## src/rtl/counter_param.sv

```systemverilog
// Parametrised up/down counter with clamped load, wrap/saturate modes, registered flags and a boundary pulse.
// Optional prescaler enabled by COUNTER_PARAM_PRESCALE_EN (step every PRESCALE enabled cycles).
module counter_param #(
    parameter int                 WIDTH    = 8,
    parameter logic [WIDTH-1:0]   MAX_VAL  = '1,
    parameter int                 PRESCALE = 1
) (
    input  logic             clk,
    input  logic             rstn,
    input  logic             en,
    input  logic             up_dn,
    input  logic             load,
    input  logic [WIDTH-1:0] load_val,
    input  logic             sat_mode,
    output logic [WIDTH-1:0] count,
    output logic             at_max,
    output logic             at_zero,
    output logic             wrap
);

    logic [WIDTH-1:0] count_q, count_d;
    logic             at_max_q, at_max_d;
    logic             at_zero_q, at_zero_d;
    logic             wrap_q, wrap_d;
    logic             step;

`ifdef COUNTER_PARAM_PRESCALE_EN
    localparam int              PS_W    = (PRESCALE > 1) ? $clog2(PRESCALE) : 1;
    localparam logic [PS_W-1:0] PS_LAST = PS_W'(PRESCALE - 1);

    logic [PS_W-1:0] ps_q, ps_d;

    // Prescaler only advances on enabled cycles; load discards partial progress.
    always_comb begin
        step = en && (ps_q == PS_LAST);
        ps_d = ps_q;
        if (load) begin
            ps_d = '0;
        end else if (en) begin
            ps_d = step ? '0 : ps_q + PS_W'(1);
        end
    end

    always_ff @(posedge clk) begin
        if (!rstn) begin
            ps_q <= '0;
        end else begin
            ps_q <= ps_d;
        end
    end
`else
    always_comb begin
        step = en;
    end
`endif

    always_comb begin
        count_d = count_q;
        wrap_d  = 1'b0;
        if (load) begin
            count_d = (load_val > MAX_VAL) ? MAX_VAL : load_val;
        end else if (step) begin
            if (up_dn) begin
                if (count_q == MAX_VAL) begin
                    wrap_d = 1'b1;
                    if (!sat_mode) begin
                        count_d = '0;
                    end
                end else begin
                    count_d = count_q + WIDTH'(1);
                end
            end else begin
                if (count_q == '0) begin
                    wrap_d = 1'b1;
                    if (!sat_mode) begin
                        count_d = MAX_VAL;
                    end
                end else begin
                    count_d = count_q - WIDTH'(1);
                end
            end
        end
        // Flags follow the next count so they stay aligned with it.
        at_max_d  = (count_d == MAX_VAL);
        at_zero_d = (count_d == '0);
    end

    always_ff @(posedge clk) begin
        if (!rstn) begin
            count_q   <= '0;
            at_max_q  <= 1'b0;
            at_zero_q <= 1'b1;
            wrap_q    <= 1'b0;
        end else begin
            count_q   <= count_d;
            at_max_q  <= at_max_d;
            at_zero_q <= at_zero_d;
            wrap_q    <= wrap_d;
        end
    end

    assign count   = count_q;
    assign at_max  = at_max_q;
    assign at_zero = at_zero_q;
    assign wrap    = wrap_q;

endmodule

```

## config.mk

```make
export PLATFORM = sky130hd
export DESIGN_NAME = counter_param
export DESIGN_NICKNAME = d
export VERILOG_FILES = /design/src/rtl/counter_param.sv
export SDC_FILE = /design/constraint.sdc
export NUM_CORES = 1
export LEC_CHECK = 0
export ABC_AREA = 1
export CORE_MARGIN = 1.5
export CORE_UTILIZATION = 55
export CTS_CLUSTER_SIZE = 40
export DETAILED_ROUTE_END_ITERATION = 8
export PLACE_DENSITY = 0.92
export SLEW_MARGIN = 20
export SYNTH_ARGS = -nofsm -noshare
export SYNTH_HDL_FRONTEND = slang
export SYNTH_SLANG_ARGS = --single-unit
```

## constraint.sdc

```tcl
create_clock -name clk -period 5.05 [get_ports clk]
set_input_delay 1.01 -clock clk [delete_from_list [all_inputs] [get_ports clk]]
set_output_delay 1.01 -clock clk [all_outputs]
set_load 0.01 [all_outputs]
```

==> flow_summary.toml <==
[outcome]
status = "complete, no violations"

[worst_setup_path]
required_ps = 5250
path_depth = 13
worstSetupStartpoint = "up_dn"
start_kind = "input port"
cp-end-kind = "register"
r2r_slack_ps = 3010
cp_slowest_cell = "clkdlybuf4s50_1"
cp_top_family = "buffers and inverters"
crit_end = "at_zero"
max_stage_delay_ps = 630
path_buf_inv = 3
crit_chain = "clkdlybuf4s50_1, clkinv_1, nand2_1, nand2_1, nor2_1, nor2_1, nand2_1, nand2_1, inv_1, nand2_1, nor2_1, nand3_1, nand2_1"
path_class = "input port to register"
r2r-start = "count[0]"
cp_max_fo = 9
worstRegToRegCells = 14
critPathArrivalTime_ps = 2770
r2r_end = "at_max"
cpMostUsedCell = "nand2_1"

[sta]
fin_crit_sh_pct = 50.75
slew_viol_final = 0
whs_ps = 809.1
rsz0062_at_grt = "false"
period_minus_slack_ps = 2563
hold_viol_final = 0
worst_pin_slew_ps = 584.2
fin_setup_tns_ps = 0
max_clock_freq_ghz = 0.3902
slew_headroom_pct = 60.93
finalSetupViolCount = 0
clock_skew_ps = 2.797

[floorplan]
num_rows = 16
ioPinCount = 25
die_h_um = 49.24
die_x_um = 49.24
core_area_um2 = 1982
dieArea_um2 = 2425
initial_core_util_pct = 59.34

[clock_tree]
cts_buffers = 3
cts_setup_buffers = 0
cts.reportedPaths.clkPinSlew_ps = 70
cts_root_buf = "clkbuf_4"
cts.sinks = 11
cts_tree = "done"
cts_buffer_depth = 2
worstSkewPairLatency_ps = 260
cts_resized = 0
h-tree-depth = 1
hold_buffers = 0

[logic_synthesis]
ys_types = 32
yosysSeqAreaShare_pct = 18.72
avgSynthCellArea_um2 = 5.601
synthCells = 210
syn_area_um2 = 1176
yosys_warnings = 0
syn_nets = 227
ys_ff_latch = 11

[placement]
dp.cells = 256
place_congestion = 1.003
place_hpwl_um = 2466
placed_area_um2 = 1423
port_buffers = 24

[power]
cellPowerDensity_nw_per_um2 = 195.3
ir_worst_vdd_mv = 0.1536
leakagePower_nw = 0.7018
finalPower_w = 0.0002829

[detailed_routing]
dr.pass1.iters = 4
num_vias = 1400
drtIter0Drc = 48
wirelength_um = 3062
via_per_inst = 5.385
antenna_left = 0
wl_per_cell_um = 11.78
remaining_drc_errors = 0

[flow_run]
cap_violations = 0

[hold_path]
hold_path.class = "register to register"
whs_path_depth = 4

[finish]
nets = 251
postLayoutCellArea_um2 = 1449
fin_cells = 260
layout-drive-gt1-share_pct = 9.871
n_antenna_cell = 0
area_delta_synth_final_pct = 23.19

[global_route]
grt_pass1_wl_um = 5237
grt_overflow = 0
grtUsageTotal_pct = 26.79
antenna_found_initial = 0
grt_pass1_vias = 1305
grt_max_degree = 18
[layout make-up]
type                            count  area, um^2
Multi-Input combinational cell    171       839.6
Fill cell                         177       533.0
Timing Repair Buffer               24       240.2
Sequential cell                    11       220.2
Inverter                           23       88.84
Tap cell                           27       33.78
Clock buffer                        4       26.28
[power breakdown]
| part | switching [W] | total, W | leakage (nW) | internal, W |
|---|---|---|---|---|
| clock network | 0.0000269 | 0.0000573 | 0.0150 | 0.0000305 |
| registers | 0.0000116 | 0.000104 | 0.0909 | 0.0000921 |
| logic | 0.0000714 | 0.000122 | 0.596 | 0.0000505 |
[layout by cell type, fill, tap and decap left out, types with 4 or more instances in the layout]
| master | synthesis | layout |
|---|---|---|
| nand2_1 | 77 | 77 |
| clkdlybuf4s50_1 | 0 | 24 |
| nor2_1 | 22 | 22 |
| nand3_1 | 22 | 22 |
| a21oi_1 | 17 | 17 |
| inv_1 | 16 | 16 |
| dfxtp_1 | 11 | 11 |
| inv_2 | 5 | 5 |
| nand4_1 | 4 | 4 |
[worst min-delay path by stage]
stage | slack (ps) | endpoint | start
finish | 810 | count[5] | count[5]
global route | 840 | count[5] | count[5]
CTS | 800 | count[5] | count[5]
detailed placement | 790 | count[5] | count[5]
global placement | 780 | count[5] | count[5]
floorplan | 720 | count[5] | count[5]
[registers in the layout, indices dropped and copies added, names as in the netlist]
name     count
count        8
at_zero      1
wrap         1
at_max       1
[kinds of logic after synthesis]
logic type / after synthesis / synth area share, %
and+or+nand+nor: 138 / 52.87
AOI/OAI and AO/OA: 28 / 13.83
buffers and inverters: 28 / 9.893
DFF: 11 / 18.72
adders and majority gates: 3 / 3.192
xor gates and xnor gates: 2 / 1.490
[through the flow]
step / worst slack, ps / util (%)
3_5_place_dp: 2236 / 71.78
4_1_cts: 2506 / 73.11
5_1_grt: 2198 / 73.11
2_1_floorplan: 2969 / -
6_report: 2487 / 73.11
3_3_place_gp: 2307 / 71.78
[routing by layer]
metal,vias up,share of wire [%],track usage (%)
met5,-,0,0
met3,4,8.1,2.454
li1,717,-,-
met4,0,1.7,13.81
met2,77,49,46.17
met1,602,41,32.77
[Yosys cell counts (all sizes together)]
cell type | n | area [um^2]
o21ai | 6 | 33.78
clkinv | 1 | 3.750
inv | 22 | 85.09
nor2 | 28 | 143.9
o211ai | 1 | 7.510
ha | 3 | 37.54
a21boi | 2 | 18.77
xor2 | 1 | 8.760
clkbuf | 3 | 11.26
dfxtp | 11 | 220.2
buf | 2 | 16.26
xnor2 | 1 | 8.760
a21oi | 18 | 93.84
nand3b | 1 | 7.510
and3 | 1 | 6.260
nand2 | 81 | 319.1
nand4 | 4 | 25.02
nand3 | 23 | 120.1
a2111oi | 1 | 8.760
[tightest hold or removal path: cells and delay by family (launching register included)]
| kind | cells | cell delay (ps) |
|---|---|---|
| simple gates | 1 | 80 |
| compound gates | 2 | 130 |
| flops | 1 | 400 |
| buf+inv | 1 | 150 |
Note: power is estimated with default switching activity, not from simulation.
